[config.mk]
export PLATFORM = sky130hd
export DESIGN_NAME = im_uart_loader_flat
export DESIGN_NICKNAME = d
export VERILOG_FILES = /design/src/rtl/im_uart_loader_pkg.sv /design/src/rtl/im_uart_loader_if.sv /design/src/rtl/im_uart_loader_rx.sv /design/src/rtl/im_uart_loader.sv /design/src/flat_wrapper.sv
export SDC_FILE = /design/constraint.sdc
export NUM_CORES = 1
export LEC_CHECK = 0
export BUFFER_PORTS_ARGS = -buffer_cell sky130_fd_sc_hd__buf_2
export CAP_MARGIN = 20
export CORE_MARGIN = 5
export CORE_UTILIZATION = 36
export DETAILED_ROUTE_END_ITERATION = 6
export GPL_ROUTABILITY_DRIVEN = 0
export GPL_TIMING_DRIVEN = 0
export REMOVE_ABC_BUFFERS = 1
export SLEW_MARGIN = 40
export SYNTH_ARGS = -nofsm -noshare
export SYNTH_HDL_FRONTEND = slang
export SYNTH_HIERARCHICAL = 1
export SYNTH_SLANG_ARGS = --single-unit
[constraint.sdc]
create_clock -name clk -period 4.85 [get_ports clk]
set_clock_uncertainty 0.15 [all_clocks]
set_input_delay 0.485 -clock clk [delete_from_list [all_inputs] [get_ports clk]]
set_output_delay 0.485 -clock clk [all_outputs]
set_load 0.03 [all_outputs]
[src/rtl/im_uart_loader_pkg.sv]
// Shared types for the UART program loader: receiver state encoding and baud helper.
package im_uart_loader_pkg;

  typedef enum logic [1:0] {
    ST_IDLE  = 2'd0,
    ST_START = 2'd1,
    ST_DATA  = 2'd2,
    ST_STOP  = 2'd3
  } rx_state_t;

  function automatic int clks_per_bit(input int clk_freq, input int baud);
    return clk_freq / baud;
  endfunction

endpackage

[src/rtl/im_uart_loader_if.sv]
// Loader-side bundle: host serial/enable inputs and the instruction-memory write port.
interface im_uart_loader_if #(parameter int ADDR_W = 6);
  logic              load_en;
  logic              rx;
  logic              im_we;
  logic [ADDR_W-1:0] im_addr;
  logic [31:0]       im_wdata;
  logic [ADDR_W:0]   words_loaded;
  logic              load_done;
  logic              frame_err;
  logic              busy;

  modport master (output load_en, rx,
                  input  im_we, im_addr, im_wdata, words_loaded, load_done, frame_err, busy);
  modport slave  (input  load_en, rx,
                  output im_we, im_addr, im_wdata, words_loaded, load_done, frame_err, busy);
endinterface

[src/rtl/im_uart_loader_rx.sv]
// UART 8N1 byte receiver: rx synchroniser, mid-bit sampling FSM, one-cycle result pulses.
module uart_rx_byte
  import im_uart_loader_pkg::*;
#(
  parameter int CPB = 868
) (
  input  logic       clk,
  input  logic       rst,
  input  logic       en,
  input  logic       rx,
  output logic       byte_valid,
  output logic [7:0] byte_data,
  output logic       frame_err_pulse,
  output logic       busy
);
  localparam int CNT_W = $clog2(CPB);
  localparam logic [CNT_W-1:0] HALF = CNT_W'(CPB / 2 - 1);
  localparam logic [CNT_W-1:0] FULL = CNT_W'(CPB - 1);

  logic             rx_s1, rx_s2;
  rx_state_t        state;
  logic [CNT_W-1:0] cnt;
  logic [2:0]       bit_idx;
  logic [7:0]       shreg;

  assign byte_data = shreg;
  assign busy      = (state != ST_IDLE);

  always_ff @(posedge clk or posedge rst) begin
    if (rst) begin
      rx_s1 <= 1'b1;
      rx_s2 <= 1'b1;
    end else begin
      rx_s1 <= rx;
      rx_s2 <= rx_s1;
    end
  end

  always_ff @(posedge clk or posedge rst) begin
    if (rst) begin
      state           <= ST_IDLE;
      cnt             <= '0;
      bit_idx         <= '0;
      shreg           <= '0;
      byte_valid      <= 1'b0;
      frame_err_pulse <= 1'b0;
    end else begin
      byte_valid      <= 1'b0;
      frame_err_pulse <= 1'b0;
      if (!en) begin
        state   <= ST_IDLE;
        cnt     <= '0;
        bit_idx <= '0;
      end else begin
        case (state)
          ST_IDLE: begin
            cnt     <= '0;
            bit_idx <= '0;
            if (!rx_s2) state <= ST_START;
          end
          // half-bit wait lands later samples near bit centres; a high here was a glitch
          ST_START: begin
            if (cnt == HALF) begin
              cnt   <= '0;
              state <= rx_s2 ? ST_IDLE : ST_DATA;
            end else cnt <= cnt + 1'b1;
          end
          ST_DATA: begin
            if (cnt == FULL) begin
              cnt     <= '0;
              shreg   <= {rx_s2, shreg[7:1]};
              bit_idx <= bit_idx + 1'b1;
              if (bit_idx == 3'd7) state <= ST_STOP;
            end else cnt <= cnt + 1'b1;
          end
          ST_STOP: begin
            if (cnt == FULL) begin
              cnt             <= '0;
              byte_valid      <= rx_s2;
              frame_err_pulse <= ~rx_s2;
              state           <= ST_IDLE;
            end else cnt <= cnt + 1'b1;
          end
          default: state <= ST_IDLE;
        endcase
      end
    end
  end
endmodule

[src/rtl/im_uart_loader.sv]
// Packs received bytes little-endian into words and streams them into instruction memory.
module im_uart_loader
  import im_uart_loader_pkg::*;
#(
  parameter int CLK_FREQ = 100000000,
  parameter int BAUD     = 115200,
  parameter int ADDR_W   = 6
) (
  input logic             clk,
  input logic             rst,
  im_uart_loader_if.slave bus
);
  localparam int CLKS_PER_BIT = clks_per_bit(CLK_FREQ, BAUD);
  localparam logic [ADDR_W:0] WORDS_MAX = {1'b1, {ADDR_W{1'b0}}};

  logic       byte_valid, ferr_pulse, rx_busy, load_en_q;
  logic [7:0] byte_data;
  logic [1:0] byte_idx;
  logic [23:0] word_buf;

  uart_rx_byte #(.CPB(CLKS_PER_BIT)) u_rx (
    .clk             (clk),
    .rst             (rst),
    .en              (bus.load_en),
    .rx              (bus.rx),
    .byte_valid      (byte_valid),
    .byte_data       (byte_data),
    .frame_err_pulse (ferr_pulse),
    .busy            (rx_busy)
  );

  assign bus.busy = rx_busy;

  always_ff @(posedge clk or posedge rst) begin
    if (rst) begin
      load_en_q        <= 1'b0;
      byte_idx         <= '0;
      word_buf         <= '0;
      bus.im_we        <= 1'b0;
      bus.im_addr      <= '0;
      bus.im_wdata     <= '0;
      bus.words_loaded <= '0;
      bus.load_done    <= 1'b0;
      bus.frame_err    <= 1'b0;
    end else begin
      load_en_q <= bus.load_en;
      bus.im_we <= 1'b0;
      if (!bus.load_en) begin
        byte_idx         <= '0;
        bus.im_addr      <= '0;
        bus.words_loaded <= '0;
      end else begin
        if (!load_en_q) begin
          bus.load_done <= 1'b0;
          bus.frame_err <= 1'b0;
        end
        if (ferr_pulse) bus.frame_err <= 1'b1;
        // address advances the cycle after the strobe so addr/data stay stable during it
        if (bus.im_we) begin
          bus.im_addr <= bus.im_addr + 1'b1;
          if (&bus.im_addr) bus.load_done <= 1'b1;
          if (bus.words_loaded != WORDS_MAX) bus.words_loaded <= bus.words_loaded + 1'b1;
        end
        if (byte_valid) begin
          case (byte_idx)
            2'd0: word_buf[7:0]   <= byte_data;
            2'd1: word_buf[15:8]  <= byte_data;
            2'd2: word_buf[23:16] <= byte_data;
            default: begin
              bus.im_we    <= 1'b1;
              bus.im_wdata <= {byte_data, word_buf};
            end
          endcase
          byte_idx <= byte_idx + 1'b1;
        end
      end
    end
  end
endmodule

[src/flat_wrapper.sv]
// flat-port wrapper written by rule: the top's interface ports become plain ports
module im_uart_loader_flat import im_uart_loader_pkg::*;
#(
  parameter int CLK_FREQ = 100000000,
  parameter int BAUD     = 115200,
  parameter int ADDR_W   = 6
)
  (clk, rst, bus_load_en, bus_rx, bus_im_we, bus_im_addr, bus_im_wdata, bus_words_loaded, bus_load_done, bus_frame_err, bus_busy);
  im_uart_loader_if #(.ADDR_W(ADDR_W)) bus_i ();
  input logic clk;
  input logic rst;
  input wire logic [$bits(bus_i.load_en)-1:0] bus_load_en;
  input wire logic [$bits(bus_i.rx)-1:0] bus_rx;
  output wire logic [$bits(bus_i.im_we)-1:0] bus_im_we;
  output wire logic [$bits(bus_i.im_addr)-1:0] bus_im_addr;
  output wire logic [$bits(bus_i.im_wdata)-1:0] bus_im_wdata;
  output wire logic [$bits(bus_i.words_loaded)-1:0] bus_words_loaded;
  output wire logic [$bits(bus_i.load_done)-1:0] bus_load_done;
  output wire logic [$bits(bus_i.frame_err)-1:0] bus_frame_err;
  output wire logic [$bits(bus_i.busy)-1:0] bus_busy;
  assign bus_i.load_en = bus_load_en;
  assign bus_i.rx = bus_rx;
  assign bus_im_we = bus_i.im_we;
  assign bus_im_addr = bus_i.im_addr;
  assign bus_im_wdata = bus_i.im_wdata;
  assign bus_words_loaded = bus_i.words_loaded;
  assign bus_load_done = bus_i.load_done;
  assign bus_frame_err = bus_i.frame_err;
  assign bus_busy = bus_i.busy;
  im_uart_loader #(.CLK_FREQ(CLK_FREQ), .BAUD(BAUD), .ADDR_W(ADDR_W)) u_core (.clk(clk), .rst(rst), .bus(bus_i));
endmodule
==> impl_metrics.xml <==
<?xml version="1.0" encoding="UTF-8"?>
<metrics>
  <group name="routing">
    <metric name="detailed_route_vias_per_instance" unit="">4.98</metric>
    <metric name="1st_iter_drt_viols" unit="">140</metric>
    <metric name="ant_nets" unit="">0</metric>
    <metric name="dr_total_vias" unit="">2645</metric>
    <metric name="avgRoutedWirePerCell" unit="microns">14.8</metric>
    <metric name="drc_errors" unit="">0</metric>
    <metric name="wl" unit="mm">7.88</metric>
    <metric name="drt-pass1-iter-count" unit="">4</metric>
  </group>
  <group name="min_path">
    <metric name="worst_hold_path_type" unit="">primary input to flop</metric>
    <metric name="whs_path_depth" unit="">1</metric>
  </group>
  <group name="floorplanning">
    <metric name="design.core.area" unit="sq um">11900</metric>
    <metric name="dieArea" unit="sq um">14300</metric>
    <metric name="floorplan.io_pins" unit="">53</metric>
    <metric name="count_of_standard_cell_rows" unit="">40</metric>
    <metric name="chipHeight" unit="microns">120</metric>
    <metric name="starting_density_of_the_core" unit="">0.364</metric>
    <metric name="die_width" unit="microns">120</metric>
  </group>
  <group name="power">
    <metric name="power_density" unit="nW/um^2">322</metric>
    <metric name="finalPower" unit="uW">1630</metric>
    <metric name="ir_worst_vdd" unit="mV">0.206</metric>
    <metric name="power.leakage" unit="uW">0.00259</metric>
  </group>
  <group name="sta">
    <metric name="setup_viol" unit="">0</metric>
    <metric name="report.final.hold_viol_count" unit="">0</metric>
    <metric name="final.hold.worst_slack" unit="ps">90.5</metric>
    <metric name="rsz0062_at_grt" unit="">no</metric>
    <metric name="fmaxAchievable" unit="MHz">424</metric>
    <metric name="fin_tns_setup" unit="ps">0</metric>
    <metric name="final_max_slew_viol_count" unit="">0</metric>
    <metric name="worst_pin_slew" unit="ps">576</metric>
    <metric name="slew_headroom" unit="">0.616</metric>
    <metric name="fin_crit_sh" unit="">0.486</metric>
    <metric name="fin_ws" unit="ps">2490</metric>
    <metric name="timing.final.crit_period" unit="ps">2360</metric>
  </group>
  <group name="place">
    <metric name="place_worst_setup_slack" unit="ps">2380</metric>
    <metric name="place.port_buffers" unit="">52</metric>
    <metric name="detailedPlacementHpwl" unit="mm">5.40</metric>
    <metric name="place.detailed.instances" unit="">514</metric>
  </group>
  <group name="synth">
    <metric name="synthCells" unit="">325</metric>
    <metric name="ys_seq_elements" unit="">102</metric>
    <metric name="sequential_cell_area_fraction_in_the_yosys_report" unit="">0.592</metric>
    <metric name="post-synth-top-count-cell" unit="">dfrtp_1</metric>
    <metric name="synth_area_per_cell" unit="sq um">13.3</metric>
    <metric name="portion_of_netlist_area_occupied_by_mux_cells" unit="">0.171</metric>
    <metric name="post-synth-top-area-fraction" unit="">0.579</metric>
    <metric name="synth_compound_area_frac" unit="">0.0327</metric>
    <metric name="synth_flop_cell" unit="">dfrtp_1</metric>
    <metric name="synth.largest_area_cell" unit="">dfrtp_1</metric>
    <metric name="synthSimpleGateAreaFrac" unit="">0.118</metric>
    <metric name="yosysWarningCount" unit="">6</metric>
    <metric name="post_synth_instance_area" unit="sq um">4320</metric>
    <metric name="combinational_family_with_the_most_area_after_synthesis" unit="">multiplexers</metric>
    <metric name="asyncSetResetFlopFracSynth" unit="">1.00</metric>
    <metric name="synth_cell_types" unit="">47</metric>
    <metric name="area_share_of_xor_xnor_cells_in_the_synthesized_design" unit="">0.0304</metric>
    <metric name="synth.top_cells.by_area" unit="">dfrtp_1, mux2_2, mux2_1</metric>
    <metric name="synth_fa_ha_area_frac" unit="">0.0319</metric>
    <metric name="synth_enable_flop_cells" unit="">0</metric>
    <metric name="synth_common_cells" unit="">dfrtp_1, mux2_2, mux2_1</metric>
  </group>
  <group name="global_routing">
    <metric name="grt_pass1_vias" unit="">2715</metric>
    <metric name="grt_start_max_net_pins" unit="">52</metric>
    <metric name="number_of_antenna_violations_at_the_first_check_in_global_routing" unit="">0</metric>
    <metric name="grt_pass1_wl" unit="mm">13.7</metric>
    <metric name="final_global_route_overflow_total" unit="">0</metric>
    <metric name="globalRouteTotalUtil" unit="">0.119</metric>
  </group>
  <group name="cts">
    <metric name="clk_pin_slew_worst_paths" unit="ps">70</metric>
    <metric name="htreeDepth" unit="">3</metric>
    <metric name="cts_tree" unit="">done</metric>
    <metric name="cts_root_buf" unit="">clkbuf_16</metric>
    <metric name="post_cts_setup_buffer_count" unit="">0</metric>
    <metric name="worstSkewPairLatency" unit="ps">340</metric>
    <metric name="clock_path_buffers" unit="">2</metric>
    <metric name="numClockSinks" unit="">102</metric>
    <metric name="cts_inserted_buffers" unit="">9</metric>
  </group>
  <group name="finish">
    <metric name="fin_nets" unit="">394</metric>
    <metric name="syn2layout_area_growth" unit="%">17.4</metric>
    <metric name="final_cell_count_no_fill" unit="">531</metric>
    <metric name="share_of_layout_cells_above_drive_strength_1" unit="">0.318</metric>
    <metric name="antenna-diode-count" unit="">0</metric>
  </group>
  <group name="worst_setup_path">
    <metric name="timing.critical_path.required" unit="ps">4930</metric>
    <metric name="critical_path_class" unit="">flop to flop</metric>
    <metric name="worstSetupEndpointType" unit="">flop</metric>
    <metric name="maximum_fanout_along_the_worst_path" unit="">6</metric>
    <metric name="worst_reg_to_reg_cells" unit="">5</metric>
    <metric name="cp.arrival" unit="ps">2430</metric>
    <metric name="critPathLaunchType" unit="">flop</metric>
  </group>
  <group name="flow_run">
    <metric name="drv_cap" unit="">0</metric>
  </group>
  <group name="outcome">
    <metric name="status" unit="">complete, no violations</metric>
  </group>
</metrics>
==> through the flow <==
step,area (sq um),utilization
2_1_floorplan,4250,-
3_3_place_gp,4700,0.396
3_5_place_dp,4750,0.401
4_1_cts,5070,0.427
5_1_grt,5070,0.427
6_report,5070,0.427
==> area by class of cell <==
class,instances,area [sq um]
Timing Repair Buffer,56,308
Clock buffer,10,229
Fill cell,1081,6790
Sequential cell,102,2550
Multi-Input combinational cell,200,1670
Clock inverter,6,77.6
Tap cell,147,184
Inverter,10,42.5
==> layer usage <==
metal	track usage	share of wire
met1	0.157	0.46
met2	0.189	0.49
met3	0.0353	0.042
met4	0.0365	0.013
met5	0	0
==> timing repair <==
item,4_1_cts,5_1_grt
hold buffers,1,0
resized for setup,0,0
hold endpoints to repair,24,0
==> cell usage in the layout (no fill, tap or decap), types with 2 or more instances in the layout <==
master	Yosys	final
nor2_1	23	23
o21ai_0	4	4
nand3_1	9	9
mux2_2	35	35
nand3_2	4	3
o2111ai_1	2	2
mux2_1	29	29
nor3b_1	2	2
nand4b_1	2	2
nand2b_1	2	2
xnor2_1	5	5
or2_2	2	2
buf_2	7	54
clkbuf_16	0	9
nor2b_1	2	2
ha_1	11	11
inv_2	1	2
inv_1	9	7
dfrtp_1	100	100
or3_1	5	5
dfstp_2	2	2
nand2_1	17	17
inv_6	0	2
xor2_1	10	10
inv_8	0	2
a21oi_1	5	5
mux2i_1	2	2
nand4_1	10	10
==> critical path: stages (launching register included) <==
cell and delay [ps]:
dfrtp_1 420, or3b_4 440, nor4_2 460, buf_2 260, buf_2 180, mux2_2 340
==> state kept, by name, indices dropped and copies added (netlist names) <==
register and count:
u_core/bus.im_addr 6, u_core/bus.words_loaded 7, u_core/u_rx/cnt 10, u_core/word_buf 24, u_core/byte_idx 2, u_core/bus.load_done 1, u_core/u_rx/rx_s1 1, u_core/u_rx/byte_data 8
u_core/u_rx/frame_err_pulse 1, u_core/bus.im_we 1, u_core/u_rx/state 2, u_core/load_en_q 1, u_core/u_rx/rx_s2 1, u_core/u_rx/bit_idx 3, u_core/bus.im_wdata 32, u_core/u_rx/byte_valid 1
u_core/bus.frame_err 1
==> path summary, 6_finish.rpt <==
| kind | slack (ps) | to | start |
|---|---|---|---|
| worst max-delay path | 2490 | u_core/u_rx/byte_data[5] | u_core/u_rx/cnt[2] |
| min in group asynchronous | 500 | u_core/bus.im_wdata[7] | rst |
| worst min register to register | 210 | u_core/u_rx/rx_s2 | u_core/u_rx/rx_s1 |
| worst min-delay path | 90 | u_core/u_rx/rx_s1 | bus_rx |
| max in group asynchronous | 3520 | u_core/u_rx/byte_data[6] | rst |
| worst max register to register | 2490 | u_core/u_rx/byte_data[5] | u_core/u_rx/cnt[2] |
==> where the power goes <==
| group | internal [uW] | total (uW) | switching (uW) |
|---|---|---|---|
| logic | 11.0 | 41.9 | 30.9 |
| clock network | 410 | 731 | 321 |
| registers | 854 | 860 | 5.46 |
| total | 1280 | 1630 | 357 |
==> cell families after synthesis <==
group / Yosys count
simple gates: 90
fa+ha+maj: 11
buf+inv: 23
compound gates: 18
xor+xnor: 15
flops: 102
mux: 66
Note: power is estimated with default switching activity, not from simulation.
